`config.mk`:
```
export PLATFORM = sky130hd
export DESIGN_NAME = vga_fb_arbiter
export DESIGN_NICKNAME = d
export VERILOG_FILES = /design/src/rtl/vga_fb_arbiter.sv
export SDC_FILE = /design/constraint.sdc
export NUM_CORES = 1
export LEC_CHECK = 0
export ABC_CLOCK_PERIOD_IN_PS = 4000
export CORE_UTILIZATION = 41
export CTS_CLUSTER_DIAMETER = 120
export CTS_CLUSTER_SIZE = 12
export DETAILED_ROUTE_END_ITERATION = 12
export PLACE_DENSITY = 0.77
export SLEW_MARGIN = 10
export SYNTH_ARGS = -nofsm -noshare
export SYNTH_HDL_FRONTEND = slang
export SYNTH_SLANG_ARGS = --single-unit
```
`constraint.sdc`:
```
create_clock -name clk -period 4 [get_ports clk]
set_clock_uncertainty 0.1 [all_clocks]
set_input_delay 1.2 -clock clk [delete_from_list [all_inputs] [get_ports clk]]
set_output_delay 1.2 -clock clk [all_outputs]
set_load 0.01 [all_outputs]
```
`src/rtl/vga_fb_arbiter.sv`:
```
// ---------------------------------------------------------------------------
// vga_fb_arbiter
//
// Shares one single-port framebuffer RAM among three users on an 800x600
// display. The users, from highest to lowest priority, are:
//   - scanout reads: one read for every 4x4-pixel framebuffer cell
//   - the optional clear engine, which writes zero to every cell
//   - a generic pixel writer with a valid/ready handshake
//
// Scanout is pipelined. A read is issued at t, the RAM sees the address at
// t+1, read data comes back at t+2 and pix shows it at t+3. pix keeps that
// value for all four columns of the cell and is 0 outside the active area.
//
// Optional feature: define VGA_FB_CLEAR_EN to build in the clear FSM. When it
// is not defined, clear_req is ignored and clear_busy is tied to 0.
//
// Parameters:
//   FB_W, FB_H  framebuffer size in cells (default 200 x 150)
//   DW          pixel data width
//   AW          framebuffer address width
//
// Ports:
//   clk, rst           clock; synchronous active-high reset
//   x, y               current column and row from the 800x600 timing generator
//   wr_valid/wr_ready  writer handshake (wr_ready is combinational)
//   wr_addr, wr_data   writer address and pixel value
//   wr_err             sticky flag: an out-of-range write was dropped
//   clear_req          one-cycle pulse that starts a framebuffer clear
//   clear_busy         high while a clear is running
//   mem_addr/we/wdata  registered RAM command
//   mem_rdata          RAM read data, one cycle after mem_addr
//   pix                scanout pixel
//   vblank             registered, high while y >= 600
// ---------------------------------------------------------------------------
module vga_fb_arbiter #(
    parameter int FB_W = 200,
    parameter int FB_H = 150,
    parameter int DW   = 8,
    parameter int AW   = 15
) (
    input  logic          clk,
    input  logic          rst,
    input  logic [10:0]   x,
    input  logic [10:0]   y,
    input  logic          wr_valid,
    output logic          wr_ready,
    input  logic [AW-1:0] wr_addr,
    input  logic [DW-1:0] wr_data,
    output logic          wr_err,
    input  logic          clear_req,
    output logic          clear_busy,
    output logic [AW-1:0] mem_addr,
    output logic          mem_we,
    output logic [DW-1:0] mem_wdata,
    input  logic [DW-1:0] mem_rdata,
    output logic [DW-1:0] pix,
    output logic          vblank
);

    localparam int            NPIX   = FB_W * FB_H;
    localparam logic [AW:0]   NPIX_W = (AW+1)'(NPIX);

    logic          active;
    logic          fetch;
    logic [AW-1:0] fetch_addr;
    logic          wr_fire;
    logic          wr_in_range;
    logic          clear_write;
    logic [AW-1:0] clear_addr;
    logic          act_d1;
    logic          act_d2;
    logic          fetch_d1;
    logic          fetch_d2;

    // Scanout gets the first cycle of every 4-column cell in the active
    // area. The address is the cell index: row of cells times the
    // framebuffer width, plus the column of the cell.
    assign active     = (x < 11'd800) && (y < 11'd600);
    assign fetch      = active && (x[1:0] == 2'b00);
    assign fetch_addr = AW'(32'(y[10:2]) * 32'(FB_W) + 32'(x[10:2]));

    // The writer only gets cycles that scanout and the clear engine leave
    // free. An out-of-range write still completes the handshake, so the
    // writer is never stuck, but it is dropped and flagged.
    assign wr_ready    = !fetch && !clear_busy && !rst;
    assign wr_fire     = wr_valid && wr_ready;
    assign wr_in_range = ({1'b0, wr_addr} < NPIX_W);

`ifdef VGA_FB_CLEAR_EN
    typedef enum logic {
        IDLE,
        CLEAR
    } clear_state_t;

    localparam logic [AW-1:0] LAST_ADDR = AW'(NPIX - 1);

    clear_state_t  state;
    logic [AW-1:0] clear_cnt;

    // Clear engine. It walks through every cell once and writes zero on
    // every cycle that scanout does not need. A clear_req that arrives
    // while a clear is running is ignored. clear_busy is registered
    // together with the state, so it is high exactly while in CLEAR.
    always_ff @(posedge clk) begin
        if (rst) begin
            state      <= IDLE;
            clear_cnt  <= '0;
            clear_busy <= 1'b0;
        end else begin
            case (state)
                IDLE: begin
                    if (clear_req) begin
                        state      <= CLEAR;
                        clear_cnt  <= '0;
                        clear_busy <= 1'b1;
                    end
                end
                CLEAR: begin
                    if (!fetch) begin
                        clear_cnt <= clear_cnt + 1'b1;
                        if (clear_cnt == LAST_ADDR) begin
                            state      <= IDLE;
                            clear_busy <= 1'b0;
                        end
                    end
                end
            endcase
        end
    end

    assign clear_write = (state == CLEAR) && !fetch;
    assign clear_addr  = clear_cnt;
`else
    logic unused_clear_req;

    assign unused_clear_req = clear_req;
    assign clear_busy       = 1'b0;
    assign clear_write      = 1'b0;
    assign clear_addr       = '0;
`endif

    // RAM command register, in priority order: scanout read, clear write,
    // then writer. When nobody uses the RAM the address is held and the
    // write enable drops. mem_wdata only changes when a write is issued.
    // The sticky error flag lives here because it is set by the same
    // handshake that would otherwise have issued the write.
    always_ff @(posedge clk) begin
        if (rst) begin
            mem_addr  <= '0;
            mem_we    <= 1'b0;
            mem_wdata <= '0;
            wr_err    <= 1'b0;
        end else begin
            mem_we <= 1'b0;
            if (fetch) begin
                mem_addr <= fetch_addr;
            end else if (clear_write) begin
                mem_addr  <= clear_addr;
                mem_we    <= 1'b1;
                mem_wdata <= '0;
            end else if (wr_fire) begin
                if (wr_in_range) begin
                    mem_addr  <= wr_addr;
                    mem_we    <= 1'b1;
                    mem_wdata <= wr_data;
                end else begin
                    wr_err <= 1'b1;
                end
            end
        end
    end

    // Scanout alignment. The active and fetch flags travel two stages so
    // that they line up with the read data. On a fetch stage pix loads the
    // read data. On the other stages of an active cell pix holds its value.
    // Outside the active area pix is forced to 0. Reset empties the
    // pipeline, so nothing sampled before reset reaches pix.
    always_ff @(posedge clk) begin
        if (rst) begin
            act_d1   <= 1'b0;
            act_d2   <= 1'b0;
            fetch_d1 <= 1'b0;
            fetch_d2 <= 1'b0;
            pix      <= '0;
            vblank   <= 1'b0;
        end else begin
            act_d1   <= active;
            act_d2   <= act_d1;
            fetch_d1 <= fetch;
            fetch_d2 <= fetch_d1;
            vblank   <= (y >= 11'd600);
            if (!act_d2) begin
                pix <= '0;
            end else if (fetch_d2) begin
                pix <= mem_rdata;
            end
        end
    end

endmodule

```
# After elaboration in Yosys (flattened, before gate mapping)
# Cells that the tools add are included.
# totals
n_memories	0
mem_bits_ro	0
wordCells	38
latchBits	0
ff_bits	38
mem_bits_rw	0
inputBits	57
# classes
add_sub_neg	1
n_bitwise	4
div_mod_pow	0
mul	1
mux	4
shift	0
eq_ne	0
n_reduce_logical	14
magnitude_cmp	4
# op_table
operator	n
$mux 15	3
$lt 11x10->1 const B	2
$add 15x9->15	1
$lt 15x15->1 const B	1
$mul 9x5->12 const B	1
$ge 11x10->1 const B	1
$reduce_and 3->1	2
$logic_and 1x1->1	4
$not 1->1	4
$reduce_bool 2->1	2
$reduce_or 3->1	1
$logic_not 1->1	2
$logic_not 2->1	1
$reduce_and 2->1	1
$reduce_or 2->1	1
$mux 1	1

# Logic depth before layout (Yosys ltp)
# Gate-level depths: netlist (run 1).
# logic_depth
depth_word	8
depth_mapped	15
depth_no_buf	15

# Worst setup path after synthesis (run 1)
# No wires, ideal clock.
# synth_path
path_type	input to register
from	input port y[3]
to	register mem_addr[14]
arrival_time_ns	4.064
setup_slack_ns	-0.234
path_buffers	0
required_time_ns	3.830
cell_stages	13
path_cell_list	ha_1 ha_1 ha_1 inv_1 fa_1 inv_1 ha_1 nor2_1 nor2_1 o21ai_0 nor4_2 xnor3_1 a21oi_1
# synth_via
elab_chain_len	8
# synth_lines
element	line	rtl
start: declaration	44	input logic [10:0] y,
parallel branches: the longest is 8 deep, another holds $add 15x9->15	-	
end signal: assignment	156	mem_addr <= fetch_addr;
end signal: assignment	158	mem_addr <= clear_addr;
end signal: assignment	163	mem_addr <= wr_addr;
end: declaration	52	output logic [AW-1:0] mem_addr,
# Parallel ways; which one is timed is not known.
# A chain may end at the register's enable or synchronous reset.

# Worst setup path in the final report (run 1)
# layout_path
from	input port y[3]
to	register mem_addr[11]
# Same word-level chain as after synthesis.

==> results.sh, run 1 <==
export IMPL_cts_tree="done"
export IMPL_port_buffers=90
export IMPL_grt_usage_pct=22.3
export IMPL_drt_wirelength_per_cell_microns=17.3
export IMPL_first_pass_iters=4
export IMPL_postRouteWirelength_mm=8.74
export IMPL_grt_max_degree=27
export IMPL_synth_largest_type_area_fraction_pct=28.9
export IMPL_syn_area_sq_um=2640
export IMPL_result_of_the_run="complete, but fails checks"
export IMPL_power_density_cell_area_nw_per_um2=354
export IMPL_worstSetupStartpointType="primary input"
export IMPL_crit_path_max_fanout=4
export IMPL_tns_ns=-0.102
export IMPL_area_growth_synth_to_final_pct=70.4
export IMPL_first_pass_grt_wire_length_mm=11.4
export IMPL_synth_edf_count=0
export IMPL_p_seq_share_pct=25.5
export IMPL_synth_warning_count=0
export IMPL_critical_path_endpoint_type="flop"
export IMPL_dieHeight_microns=82.2
export IMPL_via_per_inst=5.31
export IMPL_total_switching_power_mw=0.576
export IMPL_gpl_final_weighted_congestion=0.859
export IMPL_hp_class="flop to flop"
export IMPL_post_synth_inst_count=291
export IMPL_floorplan_core_area_sq_um=6060
export IMPL_cts_buffers_inserted=5
export IMPL_ir_worst_vdd_uv=238
export IMPL_die_area_sq_um=6750
export IMPL_period_needed_ns=4.06
export IMPL_dp_worst_setup_slack_ns=-0.784
export IMPL_cp_required_ns=4.10
export IMPL_final_nets=531
export IMPL_path_clk_slew_ns=0.08
export IMPL_comb_power_share_pct=56.8
export IMPL_synth_top_flop_cell="dfxtp_1"
export IMPL_netSwitchingFraction_pct=36.2
export IMPL_avgSynthCellArea_sq_um=9.06
export IMPL_fin_crit_sh_pct=101
export IMPL_vias=2689
export IMPL_drc=0
export IMPL_max_slew_worst_pin_slew_ns=0.614
export IMPL_relSlewSlack_pct=58.7
export IMPL_synth_lib_cells_used_distinct=48
export IMPL_int_pwr_mw=1.02
export IMPL_leakagePower_nw=1.92
export IMPL_initial_utilization_pct=43.5
export IMPL_cp_arrival_ns=4.16
export IMPL_fmax_ghz=0.247
export IMPL_number_of_top_level_pins=93
export IMPL_cts_hold_buffers=0
export IMPL_cts_root_buf="clkbuf_8"
export IMPL_grt_antenna_before_repair=0
export IMPL_final_hold_violation_count=0
export IMPL_synth_net_count=392
export IMPL_insertion_delay_ns=0.29
export IMPL_critical_setup_path_class="primary input to flop"
export IMPL_slew_viol_final=0
export IMPL_ys_async_sr_fraction_pct=0
export IMPL_cts_path_max_buffers=2
export IMPL_hpwl_mm=5.48
export IMPL_h_tree_depth=2
export IMPL_vias_in_the_first_global_route=2499
export IMPL_rows=28
export IMPL_layout_drive_gt1_share_pct=30.9
export IMPL_drv_cap=0
export IMPL_drtIter0Drc=127
export IMPL_final_setup_viol_count=3
export IMPL_synth_seq_cells=38
export IMPL_die_w_microns=82.2
export IMPL_yosysTopAreaCell="dfxtp_1"
export IMPL_tritoncts_num_sinks=38
export IMPL_synth_yosys_seq_area_share_pct=28.9
export IMPL_rsz0062_at_grt="yes"
export IMPL_final_antenna_net_count=0
export IMPL_insertedDiodeCount=0
export IMPL_violations="setup timing"
export IMPL_final_setup_worst_slack_ns=-0.0551
export IMPL_postLayoutCoreUtil_pct=74.1
export IMPL_ys_top_cells_by_area="dfxtp_1 (29%), ha_1 (19%), mux2i_1 (10%)"
export IMPL_grt_overflow=0
export IMPL_share_clk_of_total_power_pct=17.7
[placed cells by master, fill, tap and decap left out, drive strengths merged, types with 8 or more instances in the layout]
master / instances
o21ai: 12
a211oi: 8
inv: 33
clkbuf: 8
buf: 56
ha: 39
clkdlybuf4s50: 77
mux2i: 27
a21oi: 16
nor2: 37
dfxtp: 38
nand2: 10
[repair_timing]
action / 4_1_cts / 5_1_grt
hold endpoints to repair: 0 / 0
setup buffers: 5 / 5
endpoints found under the setup margin: 7 / 6
pin swaps: 24 / 29
resized for setup: 73 / 44
[stage by stage]
| stage | instance area (sq um) | power [mW] | hold WS (ns) | instances |
|---|---|---|---|---|
| 2_1_floorplan | 2650 | 0.729 | 0.314 | 291 |
| 3_3_place_gp | 3930 | 0.989 | 0.320 | 489 |
| 3_5_place_dp | 3930 | 1.01 | 0.329 | 489 |
| 4_1_cts | 4250 | 1.39 | 0.347 | 501 |
| 5_1_grt | 4490 | 1.67 | 0.360 | 506 |
| 6_report | 4490 | 1.59 | 0.356 | 506 |
[final timing paths]
check | end | slack (ns) | start | cells after the start
worst max-delay path | mem_addr[11]$_SDFFE_PP0P_ | -0.06 | y[3] | 15
worst min-delay path | act_d2$_SDFF_PP0_ | 0.36 | act_d1$_SDFF_PP0_ | 1
worst max register to register | pix[2]$_SDFFE_PP0P_ | 2.87 | fetch_d2$_SDFF_PP0_ | 2
worst min register to register | act_d2$_SDFF_PP0_ | 0.36 | act_d1$_SDFF_PP0_ | 1
[kinds of logic (layout without fill, tap and decap cells)]
family	count (synthesis)	after routing	share of synthesized area, %
AO/OA/AOI/OAI	55	55	13.3
XOR/XNOR	15	15	5.51
adder cells (fa/ha/maj)	44	44	22.3
buffers and inverters	42	182	6.60
flip-flops	38	38	28.9
multiplexers	28	28	10.7
other	1	1	0.142
AND/OR/NAND/NOR	68	68	12.6
[final cells by class]
class,instances,area (sq um)
multi-input cells,211,2140
fillers,394,1570
repair buffers,141,1280
flip-flops and latches,38,761
inverters,33,124
well taps,75,93.8
clock buffers,6,82.6
clock inverters,2,12.5
[power groups by stage]
| stage | combinational (mW) | clock (mW) | sequential (mW) |
|---|---|---|---|
| 2_1_floorplan | 0.307 | 0 | 0.422 |
| 3_3_place_gp | 0.576 | 0 | 0.414 |
| 3_5_place_dp | 0.592 | 0 | 0.415 |
| 4_1_cts | 0.704 | 0.284 | 0.406 |
| 5_1_grt | 0.963 | 0.301 | 0.408 |
| 6_report | 0.904 | 0.281 | 0.406 |
[worst max-delay path: stages]
cell and delay, ns:
buf_2 0.12, buf_6 0.13, ha_2 0.18, ha_4 0.23, ha_4 0.27, inv_1 0.06
fa_2 0.58, inv_2 0.05, ha_4 0.26, nor2_1 0.05, nor2_2 0.15, buf_4 0.15
o311ai_0 0.21, xor2_1 0.22, a221oi_2 0.30
[synthesized netlist by cell type (2+ instances only)]
library cell / count
ha_1: 39
dfxtp_1: 38
nor2_1: 36
inv_1: 33
mux2i_1: 27
a21oi_1: 16
o21ai_0: 11
nand2_1: 10
a211oi_1: 8
xnor2_1: 7
xor2_1: 7
fa_1: 5
buf_2: 4
nor2b_1: 4
a21o_1: 3
a31oi_1: 3
clkbuf_1: 3
nand3_1: 3
a211o_1: 2
and3_1: 2
nand2b_1: 2
nor3_1: 2
[flip-flops by register name, indices dropped and copies added (netlist names)]
register,flops
fetch_d1,1
fetch_d2,1
mem_we,1
pix,8
act_d1,1
wr_err,1
mem_addr,15
act_d2,1
mem_wdata,8
vblank,1
[per-layer routing]
metal  up-vias  track usage (%)  routed length (microns)
met4         0             8.77                      402
met2       102             41.6                     4590
met5         -                0                        0
met1      1276             24.7                     3290
li1       1278                -                        -
met3        33             4.18                      458
Power figures use the tool's default switching activity.
==> run 2, diff against run 1 <==
Settings changed: CORE_MARGIN from default to 2, SLEW_MARGIN 10 to 25.
==> run 2 against run 1 <==
The run still ends with setup timing left. Non-clock buffer count is 1 higher. Design area is 0.75% higher. Maximum frequency is 2.6% lower. Power is 4.1% higher. Sequential cell count stayed put. Sequential share of layout area is 0.13 points lower. Clock-buffer cell count is 1 lower. Setup slack worse by 0.11 ns. Critical path depth is 1 higher. Largest power group unchanged.
==> results.sh, run 2 (synthesized netlist as in run 1, its figures left out) <==
export IMPL_result_of_the_run="complete, but fails checks"
export IMPL_violations="setup timing"
export IMPL_cp_required_ns=4.11
export IMPL_path_clk_slew_ns=0.08
export IMPL_tns_ns=-0.165
export IMPL_initial_utilization_pct=42.0
export IMPL_crit_path_max_fanout=4
export IMPL_vias_in_the_first_global_route=2632
export IMPL_number_of_top_level_pins=93
export IMPL_first_pass_iters=4
export IMPL_final_area_sq_um=4530
export IMPL_largest_register_ffs=15
export IMPL_drc=0
export IMPL_port_buffers=90
export IMPL_drtIter0Drc=123
export IMPL_insertion_delay_ns=0.29
export IMPL_comb_power_share_pct=51.7
export IMPL_fin_crit_sh_pct=104
export IMPL_grt_usage_pct=21.4
export IMPL_area_growth_synth_to_final_pct=71.7
export IMPL_layout_drive_gt1_share_pct=29.2
export IMPL_worst_r2r_cell_count=4
export IMPL_period_needed_ns=4.16
export IMPL_drv_cap=0
export IMPL_h_tree_depth=2
export IMPL_cp_arrival_ns=4.28
export IMPL_hpwl_mm=5.30
export IMPL_final_antenna_net_count=0
export IMPL_post_dp_cell_area_sq_um=3940
export IMPL_rows=29
export IMPL_final_setup_worst_slack_ns=-0.165
export IMPL_vias=2611
export IMPL_worstSetupStartpointType="primary input"
export IMPL_leakagePower_nw=1.94
export IMPL_cts_path_max_buffers=2
export IMPL_int_pwr_mw=1.10
export IMPL_rsz0062_at_grt="yes"
export IMPL_drt_wirelength_per_cell_microns=16.4
export IMPL_postLayoutCoreUtil_pct=72.1
export IMPL_p_seq_share_pct=24.5
export IMPL_most_common_layout_cells="clkdlybuf4s50_1 (77), buf_4 (47), dfxtp_1 (38), nor2_1 (33), mux2i_1 (27)"
export IMPL_netSwitchingFraction_pct=33.3
export IMPL_grt_antenna_before_repair=0
export IMPL_critical_setup_path_class="primary input to flop"
export IMPL_share_clk_of_total_power_pct=23.9
export IMPL_floorplan_core_area_sq_um=6280
export IMPL_final_nets=532
export IMPL_slew_viol_final=0
export IMPL_cts_tree="done"
export IMPL_critical_path_endpoint_type="flop"
export IMPL_fillCellCount=434
export IMPL_die_area_sq_um=7090
export IMPL_mostFrequentLayoutCell="clkdlybuf4s50_1"
export IMPL_grt_overflow=0
export IMPL_tritoncts_num_sinks=38
export IMPL_hp_class="flop to flop"
export IMPL_dieHeight_microns=84.2
export IMPL_ir_worst_vdd_uv=261
export IMPL_via_per_inst=5.13
export IMPL_grt_max_degree=27
export IMPL_largest_register="mem_addr"
export IMPL_reg_top3="mem_addr: 15 flops, mem_wdata: 8 flops, pix: 8 flops"
export IMPL_total_switching_power_mw=0.552
export IMPL_max_slew_worst_pin_slew_ns=0.496
export IMPL_final_hold_violation_count=0
export IMPL_cts_hold_buffers=0
export IMPL_first_pass_grt_wire_length_mm=12.4
export IMPL_insertedDiodeCount=0
export IMPL_r2r_slack_ns=2.80
export IMPL_die_w_microns=84.2
export IMPL_postRouteWirelength_mm=8.32
export IMPL_power_density_cell_area_nw_per_um2=366
export IMPL_final_setup_viol_count=1
export IMPL_worst_hold_path_num_cells=1
export IMPL_relSlewSlack_pct=66.4
export IMPL_fmax_ghz=0.240
export IMPL_gpl_final_weighted_congestion=0.818
export IMPL_cts_root_buf="clkbuf_8"
export IMPL_cts_buffers_inserted=5
run 2: changes by cell type in the layout (fill, tap and decap cells not counted), moves of 2 or more:
cell | before | now
inv_2 | 13 | 9
buf_6 | 4 | 7
bufinv_16 | 0 | 2
clkdlybuf4s15_1 | 3 | 1
inv_1 | 20 | 22
inv_4 | 0 | 2
xnor2_1 | 5 | 7
xnor2_2 | 2 | 0
run 2: final cells by class:
cell class	count	area (sq um)	share of cell area, %
Timing Repair Buffer	142	1300	28.8
Sequential cell	38	761	16.8
Multi-Input combinational cell	211	2100	46.4
Clock buffer	5	68.8	1.52
Inverter	33	129	2.85
Tap cell	77	96.3	2.13
Clock inverter	3	68.8	1.52
run 2: metal layers:
layer / GRT usage (%) / vias to the layer above / part of all wire (%)
met5: 0 / - / 0
met2: 39.8 / 91 / 53
met3: 3.44 / 28 / 4.0
met1: 24.7 / 1214 / 39
li1: - / 1278 / -
met4: 7.18 / 0 / 3.7
run 2: what timing repair did:
action | in CTS | in global routing
pin swaps | 23 | 27
resized for setup | 67 | 50
setup endpoints to repair | 7 | 6
buffers inserted | 2 | 7
run 2: worst paths after layout:
path                                                 from                   endpoint
worst max-delay path                                 y[5]  mem_addr[14]$_SDFFE_PP0P_
worst min-delay path                  fetch_d1$_SDFF_PP0_        fetch_d2$_SDFF_PP0_
worst max register to register  mem_addr[13]$_SDFFE_PP0P_  mem_addr[13]$_SDFFE_PP0P_
worst min register to register        fetch_d1$_SDFF_PP0_        fetch_d2$_SDFF_PP0_
run 2: through the flow:
step	power, mW	std cells	worst slack (ns)	hold slack [ns]
floorplan	0.729	291	0.00970	0.314
global placement	0.991	493	-0.733	0.317
detailed placement	1.01	493	-0.796	0.322
CTS	1.52	502	0.00112	0.341
global route	1.74	509	-0.300	0.357
finish	1.66	509	-0.165	0.339
run 2: power groups by stage:
stage | sequential, mW | clock, mW | combinational [mW]
finish | 0.405 | 0.395 | 0.856
CTS | 0.405 | 0.401 | 0.711
detailed placement | 0.414 | 0 | 0.591
floorplan | 0.422 | 0 | 0.307
global route | 0.408 | 0.417 | 0.913
global placement | 0.413 | 0 | 0.577
run 2: critical path, stage by stage:
cell	delay, ns
buf_6	0.09
inv_4	0.05
ha_4	0.25
inv_2	0.04
ha_4	0.26
inv_1	0.05
fa_1	0.48
inv_2	0.05
ha_4	0.25
nor2_1	0.25
a21oi_4	0.07
xor2_2	0.17
nand2_2	0.13
nor4_4	0.27
xnor3_1	0.46
a21oi_1	0.21
==> run 3, diff against run 2 <==
Settings changed: CORE_UTILIZATION 41 to 25, PLACE_DENSITY 0.77 to 0.51.
==> run 3 against run 2 <==
The flow now finishes without violations. Core utilization decreased by 28 points. Largest power group unchanged. Global-route usage shrank 8.5 points. Clock power down 16%. Hold slack about the same. Via count fell by 5.7%.
==> results.sh, run 3 (synthesized netlist as in run 1, its figures left out) <==
export IMPL_result_of_the_run="complete, no violations"
export IMPL_drc=0
export IMPL_grt_usage_pct=12.9
export IMPL_grt_overflow=0
export IMPL_gpl_final_weighted_congestion=0.755
export IMPL_cts_buffers_inserted=5
export IMPL_dp_cells=553
export IMPL_die_area_sq_um=11400
export IMPL_critical_setup_path_class="primary input to output port"
export IMPL_vias_in_the_first_global_route=2520
export IMPL_crit_path_max_fanout=4
export IMPL_initial_utilization_pct=25.7
export IMPL_worst_hold_path_num_cells=1
export IMPL_dp_worst_setup_slack_ns=-0.815
export IMPL_final_setup_worst_slack_ns=0.115
export IMPL_rsz0062_at_grt="yes"
export IMPL_port_buffers=90
export IMPL_cpMostUsedCell="buf_2"
export IMPL_leakagePower_nw=1.91
export IMPL_int_pwr_mw=1.02
export IMPL_critical_path_endpoint_type="output port"
export IMPL_postRouteWirelength_mm=7.20
export IMPL_area_growth_synth_to_final_pct=70.0
export IMPL_postLayoutCoreUtil_pct=43.6
export IMPL_final_setup_viol_count=0
export IMPL_first_pass_iters=4
export IMPL_final_hold_violation_count=0
export IMPL_power_density_cell_area_nw_per_um2=338
export IMPL_finish_cell_count_without_fillers=569
export IMPL_layout_drive_gt1_share_pct=26.8
export IMPL_critical_path_max_stage_delay_ns=0.45
export IMPL_most_common_layout_cells="clkdlybuf4s50_1 (76), buf_4 (51), dfxtp_1 (38), nor2_1 (34), mux2i_1 (27)"
export IMPL_post_dp_cell_area_sq_um=4020
export IMPL_insertedDiodeCount=0
export IMPL_largest_register="mem_addr"
export IMPL_drt_wirelength_per_cell_microns=12.7
export IMPL_total_switching_power_mw=0.494
export IMPL_rows=37
export IMPL_reg_top3="mem_addr: 15 flops, mem_wdata: 8 flops, pix: 8 flops"
export IMPL_h_tree_depth=2
export IMPL_period_needed_ns=3.89
export IMPL_comb_power_share_pct=51.3
export IMPL_ir_worst_vdd_uv=131
export IMPL_number_of_top_level_pins=93
export IMPL_final_area_sq_um=4480
export IMPL_drv_cap=0
export IMPL_cts_path_max_buffers=2
export IMPL_cts_hold_buffers=0
export IMPL_fmax_ghz=0.257
export IMPL_slew_viol_final=0
export IMPL_path_cells="buf_2 -> ha_4 -> a21oi_2 -> o21ai_1 -> a2111o_1 -> nor3_4 -> nor2_1 -> buf_2"
export IMPL_p_seq_share_pct=26.7
export IMPL_insertion_delay_ns=0.29
export IMPL_via_per_inst=4.33
export IMPL_critPathSlowestCell="a2111o_1"
export IMPL_worstSetupStartpointType="primary input"
export IMPL_total_power_mw=1.52
export IMPL_share_clk_of_total_power_pct=21.9
export IMPL_fin_crit_sh_pct=97.1
export IMPL_largest_register_ffs=15
export IMPL_hold_ws_ns=0.339
export IMPL_worst_r2r_cell_count=2
export IMPL_first_pass_grt_wire_length_mm=11.8
export IMPL_fillCellCount=1037
export IMPL_vias=2462
export IMPL_hpwl_mm=5.58
export IMPL_die_w_microns=107
export IMPL_final_antenna_net_count=0
export IMPL_tns_ns=0
export IMPL_netSwitchingFraction_pct=32.5
export IMPL_cp_required_ns=2.70
export IMPL_r2r_slack_ns=2.89
export IMPL_final_nets=533
export IMPL_hp_class="flop to flop"
export IMPL_cp_arrival_ns=2.59
export IMPL_grt_max_degree=27
export IMPL_floorplan_core_area_sq_um=10300
export IMPL_mostFrequentLayoutCell="clkdlybuf4s50_1"
export IMPL_dieHeight_microns=107
export IMPL_drtIter0Drc=36
export IMPL_grt_antenna_before_repair=0
export IMPL_cts_tree="done"
export IMPL_tritoncts_num_sinks=38
export IMPL_path_clk_slew_ns=0.08
export IMPL_cts_root_buf="clkbuf_8"
-- run 3: area by class of cell --
type | instances | area (sq um) | area share (%)
sequential | 38 | 761 | 17.0
timing repair buffer | 143 | 1300 | 28.9
tap | 136 | 170 | 3.80
clock inverter | 3 | 45.0 | 1.01
multi-input combinational | 211 | 2010 | 44.9
inverter | 33 | 126 | 2.82
clock buffer | 5 | 68.8 | 1.54
-- run 3: path summary, 6_finish.rpt --
check                           start                   to
setup / recovery                 y[4]             wr_ready
hold reg to reg     act_d1$_SDFF_PP0_    act_d2$_SDFF_PP0_
setup reg to reg  fetch_d2$_SDFF_PP0_  pix[2]$_SDFFE_PP0P_
hold / removal      act_d1$_SDFF_PP0_    act_d2$_SDFF_PP0_
-- run 3: routing by layer --
metal | global-route usage (%) | vias up | part of all wire, %
li1 | - | 1279 | -
met1 | 16.3 | 1123 | 46
met2 | 22.9 | 56 | 49
met3 | 1.76 | 4 | 3.9
met4 | 3.34 | 0 | 1.1
met5 | 0 | - | 0
-- run 3: what timing repair did --
item	CTS	global route
buffers inserted	9	0
pin swaps	29	9
setup endpoints to repair	7	5
hold endpoints to repair	0	0
gates resized for setup	93	5
-- run 3: critical path: cells and delay by family --
family / cells / cell delay [ns]
AOI/OAI and AO/OA: 3 / 0.68
adders and majority gates: 1 / 0.18
buffers and inverters: 2 / 0.29
and+or+nand+nor: 2 / 0.23
-- run 3: power by group through the flow --
stage | registers [mW] | logic (mW) | clock network (mW)
after floorplan | 0.422 | 0.307 | 0
after global placement | 0.414 | 0.589 | 0
after detailed placement | 0.415 | 0.594 | 0
after CTS | 0.406 | 0.768 | 0.345
after global routing | 0.408 | 0.862 | 0.362
final | 0.405 | 0.778 | 0.333
